**config.mk**
```make
export PLATFORM = sky130hd
export DESIGN_NAME = pci_arbiter
export DESIGN_NICKNAME = d
export VERILOG_FILES = /design/src/rtl/pci_pkg.sv /design/src/rtl/pci_rr_picker.sv /design/src/rtl/pci_arbiter.sv
export SDC_FILE = /design/constraint.sdc
export NUM_CORES = 1
export LEC_CHECK = 0
export CORE_MARGIN = 5
export CORE_UTILIZATION = 52
export DETAILED_ROUTE_END_ITERATION = 6
export HOLD_SLACK_MARGIN = 0.06
export PLACE_DENSITY = 0.76
export SYNTH_ARGS = -nofsm -noshare
export SYNTH_HDL_FRONTEND = slang
export SYNTH_SLANG_ARGS = --single-unit
export TNS_END_PERCENT = 1
```
**constraint.sdc**
```tcl
create_clock -name clk -period 3.1 [get_ports clk]
set_input_delay 0.465 -clock clk [delete_from_list [all_inputs] [get_ports clk]]
set_output_delay 0.465 -clock clk [all_outputs]
set_load 0.02 [all_outputs]
```
**src/rtl/pci_pkg.sv**
```systemverilog
// Shared definitions for the PCI bus arbiter.
// Contents: arbiter state encoding, active-low level constants and the
// bus-idle test used by the FSM.
package pci_pkg;

  typedef enum logic [1:0] {
    PARK    = 2'd0,
    SWITCH  = 2'd1,
    GRANTED = 2'd2,
    BUSY    = 2'd3
  } arb_state_e;

  localparam logic ASSERTED   = 1'b0;
  localparam logic DEASSERTED = 1'b1;

  // The bus is idle when neither FRAME nor IRDY is driven low.
  function automatic logic bus_idle(input logic frame_l, input logic irdy_l);
    return (frame_l == DEASSERTED) && (irdy_l == DEASSERTED);
  endfunction

endpackage

```
**src/rtl/pci_rr_picker.sv**
```systemverilog
// Combinational round-robin priority search.
// Ports:
//   req_act - active-high request vector (one bit per master)
//   ptr     - round-robin pointer; search starts at ptr+1 and ptr is last
//   winner  - index of the first requesting master found (ptr if none)
//   valid   - 1 when at least one request is present
module pci_rr_picker #(
  parameter  int unsigned N  = 4,
  localparam int unsigned IW = (N > 1) ? $clog2(N) : 1
) (
  input  logic [N-1:0]  req_act,
  input  logic [IW-1:0] ptr,
  output logic [IW-1:0] winner,
  output logic          valid
);

  // Walk offsets 1..N from ptr; offset N wraps back onto ptr itself.
  always_comb begin
    winner = ptr;
    valid  = 1'b0;
    for (int unsigned k = 1; k <= N; k++) begin
      if (!valid && req_act[IW'((32'(ptr) + k) % N)]) begin
        winner = IW'((32'(ptr) + k) % N);
        valid  = 1'b1;
      end
    end
  end

endmodule

```
**src/rtl/pci_arbiter.sv**
```systemverilog
// Central PCI bus arbiter: round-robin REQ/GNT arbitration with hidden
// pre-arbitration, bus parking and a grant timeout. Observes FRAME/IRDY only.
// Ports:
//   clk      - bus clock, all logic on posedge
//   reset    - synchronous active-low reset
//   frame    - PCI FRAME (active-low), sampled
//   irdy     - PCI IRDY (active-low), sampled
//   req      - per-master request (active-low)
//   gnt      - per-master grant (active-low), registered
//   owner    - index of current/last grantee, registered
//   bus_busy - 1 while a transaction is in progress, registered
module pci_arbiter
  import pci_pkg::*;
#(
  parameter  int unsigned N_MASTERS     = 4,
  parameter  int unsigned PARK_MASTER   = 0,
  parameter  int unsigned GRANT_TIMEOUT = 16,
  localparam int unsigned IW            = $clog2(N_MASTERS),
  localparam int unsigned CW            = $clog2(GRANT_TIMEOUT + 1)
) (
  input  logic                 clk,
  input  logic                 reset,
  input  logic                 frame,
  input  logic                 irdy,
  input  logic [N_MASTERS-1:0] req,
  output logic [N_MASTERS-1:0] gnt,
  output logic [IW-1:0]        owner,
  output logic                 bus_busy
);

  arb_state_e           state_q, state_d;
  logic [N_MASTERS-1:0] gnt_d;
  logic [IW-1:0]        owner_d;
  logic                 busy_d;
  logic [IW-1:0]        rr_q, rr_d;
  logic [IW-1:0]        latch_q, latch_d;
  logic [CW-1:0]        cnt_q, cnt_d, cnt_inc;
  logic                 prev_idle_q;

  logic                 idle;
  logic [N_MASTERS-1:0] req_act;
  logic                 owner_req;
  logic                 others_req;
  logic                 frame_start;
  logic                 timeout;
  logic [IW-1:0]        pick_ptr;
  logic [IW-1:0]        pick_winner;
  logic                 pick_valid;
  logic [IW-1:0]        pick_or_park;

  function automatic logic [N_MASTERS-1:0] grant_for(input logic [IW-1:0] idx);
    return ~(N_MASTERS'(1) << idx);
  endfunction

  // Request/bus decode shared by all states.
  always_comb begin
    idle        = bus_idle(frame, irdy);
    req_act     = ~req;
    owner_req   = req_act[owner];
    others_req  = |(req_act & ~(N_MASTERS'(1) << owner));
    // A start only counts after an idle sample, so a pre-granted master
    // cannot be confused with the tail of the previous transaction.
    frame_start = (frame == ASSERTED) && prev_idle_q;
    cnt_inc     = (cnt_q == CW'(GRANT_TIMEOUT)) ? cnt_q : cnt_q + CW'(1);
    timeout     = (state_q == GRANTED) && idle && (cnt_inc == CW'(GRANT_TIMEOUT));
    // On timeout the owner becomes the pointer so it is searched last.
    pick_ptr    = timeout ? owner : rr_q;
  end

  pci_rr_picker #(.N(N_MASTERS)) u_picker (
    .req_act (req_act),
    .ptr     (pick_ptr),
    .winner  (pick_winner),
    .valid   (pick_valid)
  );

  assign pick_or_park = pick_valid ? pick_winner : IW'(PARK_MASTER);

  // Next-state and next-output logic.
  always_comb begin
    state_d = state_q;
    gnt_d   = gnt;
    owner_d = owner;
    busy_d  = bus_busy;
    rr_d    = rr_q;
    latch_d = latch_q;
    cnt_d   = '0;

    // Outside BUSY, two idle samples in a row mean nothing is running.
    if (state_q != BUSY && idle && prev_idle_q) busy_d = 1'b0;

    case (state_q)
      PARK: begin
        if (pick_valid) begin
          if (pick_winner == owner) begin
            state_d = GRANTED;
          end else begin
            state_d = SWITCH;
            gnt_d   = '1;
            latch_d = pick_winner;
          end
        end
      end

      SWITCH: begin
        if (req_act[latch_q]) begin
          state_d = GRANTED;
          owner_d = latch_q;
          gnt_d   = grant_for(latch_q);
        end else if (pick_valid) begin
          state_d = GRANTED;
          owner_d = pick_winner;
          gnt_d   = grant_for(pick_winner);
        end else begin
          state_d = PARK;
          owner_d = IW'(PARK_MASTER);
          gnt_d   = grant_for(IW'(PARK_MASTER));
        end
      end

      GRANTED: begin
        if (frame_start) begin
          state_d = BUSY;
          busy_d  = 1'b1;
          rr_d    = owner;
        end else if (timeout) begin
          state_d = SWITCH;
          gnt_d   = '1;
          rr_d    = owner;
          latch_d = pick_or_park;
        end else if (!owner_req && frame == DEASSERTED) begin
          state_d = SWITCH;
          gnt_d   = '1;
          latch_d = pick_or_park;
        end else begin
          cnt_d = idle ? cnt_inc : cnt_q;
        end
      end

      BUSY: begin
        if (idle) begin
          busy_d = 1'b0;
          if (pick_valid) begin
            if (pick_winner == owner) begin
              state_d = GRANTED;
            end else begin
              state_d = SWITCH;
              gnt_d   = '1;
              latch_d = pick_winner;
            end
          end else if (owner == IW'(PARK_MASTER)) begin
            state_d = PARK;
          end else begin
            state_d = SWITCH;
            gnt_d   = '1;
            latch_d = IW'(PARK_MASTER);
          end
        end else if (others_req) begin
          // Hidden arbitration: hand the grant over while the bus is busy.
          state_d = SWITCH;
          gnt_d   = '1;
          latch_d = pick_winner;
        end
      end
    endcase
  end

  // State and output registers.
  always_ff @(posedge clk) begin
    if (reset == ASSERTED) begin
      state_q     <= SWITCH;
      gnt         <= '1;
      owner       <= IW'(PARK_MASTER);
      bus_busy    <= 1'b0;
      rr_q        <= IW'(PARK_MASTER);
      latch_q     <= IW'(PARK_MASTER);
      cnt_q       <= '0;
      prev_idle_q <= 1'b0;
    end else begin
      state_q     <= state_d;
      gnt         <= gnt_d;
      owner       <= owner_d;
      bus_busy    <= busy_d;
      rr_q        <= rr_d;
      latch_q     <= latch_d;
      cnt_q       <= cnt_d;
      prev_idle_q <= idle;
    end
  end

endmodule

```
==> flow_summary.ini, run 1 <==
[yosys]
yosys.area.top_type = dfxtp_1
ys_ff_latch = 19
ys_async_sr_fraction_pct = 0
syn-num-nets = 234
synthesis.area_um2 = 1660
synth_flop_cell = dfxtp_1
synth_edf_count = 0
syn_avg_cell_area_um2 = 7.43
yosysTopAreaCellShare_pct = 22.9
yosys_warnings = 0
yosys.cell_types.count = 59
syn_inst = 224
synthTopCellsByArea = dfxtp_1, a21oi_1, nand2_1
yosysSeqAreaShare_pct = 22.9

[cells_and_area]
nFillCells = 221
diodes = 0
final_util_pct = 75.4
layout.nets = 283
drive_gt1_share_pct = 28.7
multiInputGateArea_um2 = 1310
regArea_um2 = 383
final_cell_mix = buf_4, nand2_1, nor2_1
syn2layout_area_growth_pct = 38.3
fin_cells = 316
mostFrequentLayoutCell = buf_4

[pwr]
p_leak_nw = 0.848
p_total_mw = 1.32
peakVddDrop_uv = 488
power_density_nw_per_um2 = 574

[sta]
rsz0062_at_grt = yes
worstMarginPinSlew_ns = 0.589
slew_headroom_pct = 60.6
skew_ns = 0.0179
setup_viol = 8
timing.fmax_mhz = 304
min_period_ns = 3.29
slew_violations = 0
hold_viol_final = 0
fin_setup_tns_ns = -0.769
worst_hold_slack_ns = 0.487
finalCritPeriodShare_pct = 106
setup_slack_ns = -0.192

[status]
violations = setup timing
status = finished with violations

[min_path]
hold_class = reg2reg

[routing]
vias_per_cell = 6.44
drt-total-wl_mm = 5.59
ant_nets = 0
drc = 0
firstDrtPassIters = 5
wire_per_inst_um = 17.7
wl_met2_mm = 2.70
vias = 2035
wl_met1_mm = 2.25
topRoutingLayerUsed = met4
dr_wl_met3_um = 463
first_iter_violations = 253

[floorplan]
core_area_um2 = 3050
pin_count = 15
die_y_um = 66.6
start_util_pct = 54.5
fp.dieW_um = 66.6
rows = 20
die-area_um2 = 4430

[clock_network]
clockBufferDepth = 2
clk_pin_slew_worst_paths_ns = 0.12
numCtsBuffers = 3
cts_tree = yes
insertion_delay_ns = 0.30
cts-root-buf = clkbuf_4
htreeDepth = 1
clock_sinks = 19

[critical_path]
cp.arrival_ns = 3.53
start_kind = primary input
cp_common_cell = buf_4
crit_type = in2reg
path_delay_family = compound AO/OA/AOI/OAI gates
endpoint_kind = flip-flop
path_buf_inv = 3
crit_chain = clkdlybuf4s50_1, and2_1, buf_4, o2111a_1, a311oi_1, nor4b_2, a221oi_2, xnor2_2, buf_4, a211oi_1, a311o_1, o22ai_1
critPathMaxFanout = 7
slowest_delay_ns = 0.47
cp.required_ns = 3.34
crit_path_top_delay_cell = clkdlybuf4s50_1

[placement]
io_buffers = 14
dp.cells = 305
dp_hpwl_mm = 3.98
gp_congestion = 0.942

[global_routing]
grt_overflow = 0
grt_start_max_net_pins = 19
grt_pass1_wl_mm = 9.08
first_global_vias = 1911
grt_usage_pct = 26.1
antenna_found_initial = 0

[run]
drv_cap = 0
## path summary, 6_finish.rpt
path,slack [ns],cells past startpoint,to,from
worst max-delay path,-0.19,12,latch_q[0]$_SDFFE_PN0P_,irdy
worst min-delay path,0.49,2,gnt[3]$_SDFFE_PN1P_,gnt[3]$_SDFFE_PN1P_
worst max register to register,-0.18,12,latch_q[0]$_SDFFE_PN0P_,cnt_q[0]$_SDFFE_PP0P_
worst min register to register,0.49,2,gnt[3]$_SDFFE_PN1P_,gnt[3]$_SDFFE_PN1P_
## final cells by class
class	instances	share of cell area [%]
inverter	10	1.63
clock buffer	4	1.14
sequential	19	16.6
tap	44	2.39
multi-input combinational	179	57.0
timing repair buffer	60	21.2
## power by group
part	total [mW]	switching (mW)	leakage, nW	internal (mW)
Clock	0.130	0.0800	0.0150	0.0500
Sequential	0.384	0.0852	0.156	0.299
Combinational	0.807	0.451	0.677	0.356
## cells by family (layout without fill, tap and decap cells)
family | count (synthesis) | count (layout) | share of synthesized area (%)
compound gates | 67 | 67 | 31.1
fa+ha+maj | 2 | 2 | 1.50
simple gates | 97 | 97 | 29.4
buf+inv | 26 | 74 | 6.09
xor+xnor | 6 | 6 | 4.06
flops | 19 | 19 | 22.9
mux | 7 | 7 | 4.96
## timing repair
item	CTS	global route
resized for setup	13	9
hold buffers	0	0
setup buffers	5	2
cloned	0	0
pin swaps	6	6
endpoints found under the setup margin	8	8
endpoints found under the hold margin	0	0
## state kept, by name (all words and copies together) (netlist names)
| name | count |
|---|---|
| latch_q | 2 |
| owner | 2 |
| prev_idle_q | 1 |
| cnt_q | 5 |
| bus_busy | 1 |
| gnt | 4 |
| rr_q | 2 |
| state_q | 2 |
## per-stage QoR
stage / area [um2] / setup WS [ns]
after floorplan: 1720 / -0.0441
after global placement: 2140 / -0.261
after detailed placement: 2140 / -0.342
after CTS: 2250 / -0.00485
after global routing: 2300 / -0.285
final: 2300 / -0.192
## worst min-delay path, delay by kind of cell (launching register included)
family                 cells  cell delay [ns]
buffers and inverters      1             0.06
AO/OA/AOI/OAI              1             0.05
flip-flops                 1             0.35
## cells in the mapped netlist (all sizes together) (5+ instances only)
cell type,number
nand3,5
a21oi,19
o311ai,5
o21ai,7
clkbuf,11
nor2,23
inv,9
buf,5
nand2,24
dfxtp,19
xnor2,5
nor2b,5
nand4,10
mux2i,6
nor3,16
## layer usage
layer	up-vias	global-route usage (%)
li1	940	-
met4	0	8.88
met3	29	4.89
met5	-	0
met2	114	42.9
met1	952	33.9
Note: power is estimated with default switching activity, not from simulation.
==> inputs of run 2 (changes only) <==
--- a/config.mk
+++ b/config.mk
@@ -7,6 +7,7 @@
 export LEC_CHECK = 0
 export CORE_MARGIN = 5
 export CORE_UTILIZATION = 52
+export CTS_CLUSTER_DIAMETER = 60
 export DETAILED_ROUTE_END_ITERATION = 6
 export HOLD_SLACK_MARGIN = 0.06
 export PLACE_DENSITY = 0.76
==> results of run 2 <==
No change in the layout: final DEF, timing and power equal those of run 1.
==> inputs of run 3 (changes only) <==
--- a/config.mk
+++ b/config.mk
@@ -5,12 +5,12 @@
 export SDC_FILE = /design/constraint.sdc
 export NUM_CORES = 1
 export LEC_CHECK = 0
-export CORE_MARGIN = 5
-export CORE_UTILIZATION = 52
+export CORE_MARGIN = 8
+export CORE_UTILIZATION = 62
 export CTS_CLUSTER_DIAMETER = 60
 export DETAILED_ROUTE_END_ITERATION = 6
 export HOLD_SLACK_MARGIN = 0.06
-export PLACE_DENSITY = 0.76
+export PLACE_DENSITY = 0.85
 export SYNTH_ARGS = -nofsm -noshare
 export SYNTH_HDL_FRONTEND = slang
 export SYNTH_SLANG_ARGS = --single-unit
==> constraint.sdc (replaced) <==
create_clock -name clk -period 4.3 [get_ports clk]
set_input_delay 0.645 -clock clk [delete_from_list [all_inputs] [get_ports clk]]
set_output_delay 0.645 -clock clk [all_outputs]
set_load 0.02 [all_outputs]
==> run 3 against run 2 <==
  * The run now ends clean
  * First-iteration DRC count is 22% lower
  * Combinational power is 51% lower
  * Register-to-register slack better by 0.63 ns
  * Hold slack worse by 0.010 ns
  * Critical path depth is 2 lower
  * Largest power group unchanged
==> flow_summary.ini, run 3 (synthesized netlist as in run 1, its figures left out) <==
[critical_path]
crit_type = reg2reg
crit_chain = inv_1, ha_1, and3b_1, o31ai_1, nand3_1, a221oi_1, and2_1, o311ai_0, nor3_1, nor3_1
critPathMaxFanout = 8
cp.arrival_ns = 4.05
cp.required_ns = 4.49
rr_worst_depth = 10
slowest_delay_ns = 0.94
cp_common_cell = nor3_1
start_kind = flip-flop
crit_path_top_delay_cell = a221oi_1
endpoint_kind = flip-flop

[sta]
rsz0062_at_grt = no
worstMarginPinSlew_ns = 1.00
min_period_ns = 3.85
slew_headroom_pct = 33.0
timing.fmax_mhz = 259
fin_setup_tns_ns = 0
finalCritPeriodShare_pct = 89.6
setup_viol = 0
slew_violations = 0
skew_ns = 0.00562
hold_viol_final = 0

[clock_network]
cts_resized = 0
ctsHoldBuffers = 0
clock_sinks = 19
cts-root-buf = clkbuf_4
insertion_delay_ns = 0.30
clockBufferDepth = 2
clk_pin_slew_worst_paths_ns = 0.11
numCtsBuffers = 3
cts_tree = yes
post-cts-setup-buffer-count = 0
htreeDepth = 1

[cells_and_area]
mostFrequentLayoutCell = nand2_1
syn2layout_area_growth_pct = 8.42
regArea_um2 = 380
reg_top3 = cnt_q x5, gnt x4
fin_cells = 256
multiInputGateArea_um2 = 1180
top_register = cnt_q
final_cell_mix = nand2_1, nor2_1, a21oi_1, dfxtp_1, nor3_1
stdcell_area_um2 = 1800
largest_reg_flops = 5
layout.nets = 237
drive_gt1_share_pct = 4.87
nFillCells = 213
diodes = 0

[floorplan]
start_util_pct = 66.0
die_y_um = 67.8
core_area_um2 = 2520
pin_count = 15
rows = 18
fp.dieW_um = 67.8
die-area_um2 = 4600

[global_routing]
antenna_found_initial = 0
grt_usage_pct = 19.8
grt_overflow = 0
grt_start_max_net_pins = 20
grt_pass1_wl_mm = 7.27
first_global_vias = 1662

[routing]
first_iter_violations = 198
ant_nets = 0
drt-total-wl_mm = 4.36
wire_per_inst_um = 17.0
vias = 1817
firstDrtPassIters = 5
vias_per_cell = 7.10
drc = 0

[pwr]
peakVddDrop_uv = 455
power_density_nw_per_um2 = 447
p_leak_nw = 0.616

[placement]
dp_hpwl_mm = 3.17
placed_area_um2 = 1780
dp.cells = 252
io_buffers = 14
gp_congestion = 1.06

[min_path]
hold_class = reg2reg
hold_path_depth = 2

[status]
status = complete, no violations

[run]
drv_cap = 0
[run 3: cell types whose count changed in the layout (fill, tap and decap cells not counted), sizes merged]
cell	before	now
buf	46	0
[run 3: worst paths after layout]
path	slack [ns]	startpoint	endpoint
worst min-delay path	0.48	gnt[3]$_SDFFE_PN1P_	gnt[3]$_SDFFE_PN1P_
worst max register to register	0.45	cnt_q[0]$_SDFFE_PP0P_	gnt[1]$_SDFFE_PN1P_
worst min register to register	0.48	gnt[3]$_SDFFE_PN1P_	gnt[3]$_SDFFE_PN1P_
worst max-delay path	0.45	cnt_q[0]$_SDFFE_PP0P_	gnt[1]$_SDFFE_PN1P_
[run 3: power by group]
| part | switching, mW | internal, mW |
|---|---|---|
| clock network | 0.0543 | 0.0361 |
| logic | 0.221 | 0.178 |
| registers | 0.102 | 0.215 |
| total | 0.376 | 0.430 |
[run 3: area by class of cell]
type | count | share of cell area [%]
multi-input cells | 179 | 65.5
flip-flops and latches | 19 | 21.1
repair buffers | 14 | 7.77
inverters | 10 | 2.08
well taps | 30 | 2.08
clock buffers | 4 | 1.46
[run 3: metrics by stage]
| step | power, mW | hold slack [ns] | utilization (%) | setup WS (ns) |
|---|---|---|---|---|
| floorplan | 0.598 | 0.479 | - | 1.04 |
| global placement | 0.700 | 0.457 | 70.5 | 0.496 |
| detailed placement | 0.708 | 0.461 | 70.5 | 0.313 |
| CTS | 0.804 | 0.483 | 71.5 | 0.548 |
| global route | 0.864 | 0.523 | 71.5 | 0.208 |
| finish | 0.806 | 0.477 | 71.5 | 0.445 |
[run 3: layer usage]
metal  up-vias  global-route usage, %  wire, um
met3        12                   4.30       346
met2        95                   32.7      2080
li1        859                      -         -
met4         0                   8.18       105
met5         -                      0         0
met1       851                   24.5      1830
[run 3: critical path, delay by kind of cell, from the launching register on]
family / cells / cell delay [ns]
AO/OA/AOI/OAI: 3 / 1.80
adder cells (fa/ha/maj): 1 / 0.22
buffers and inverters: 1 / 0.09
flip-flops: 1 / 0.50
AND/OR/NAND/NOR: 5 / 1.14
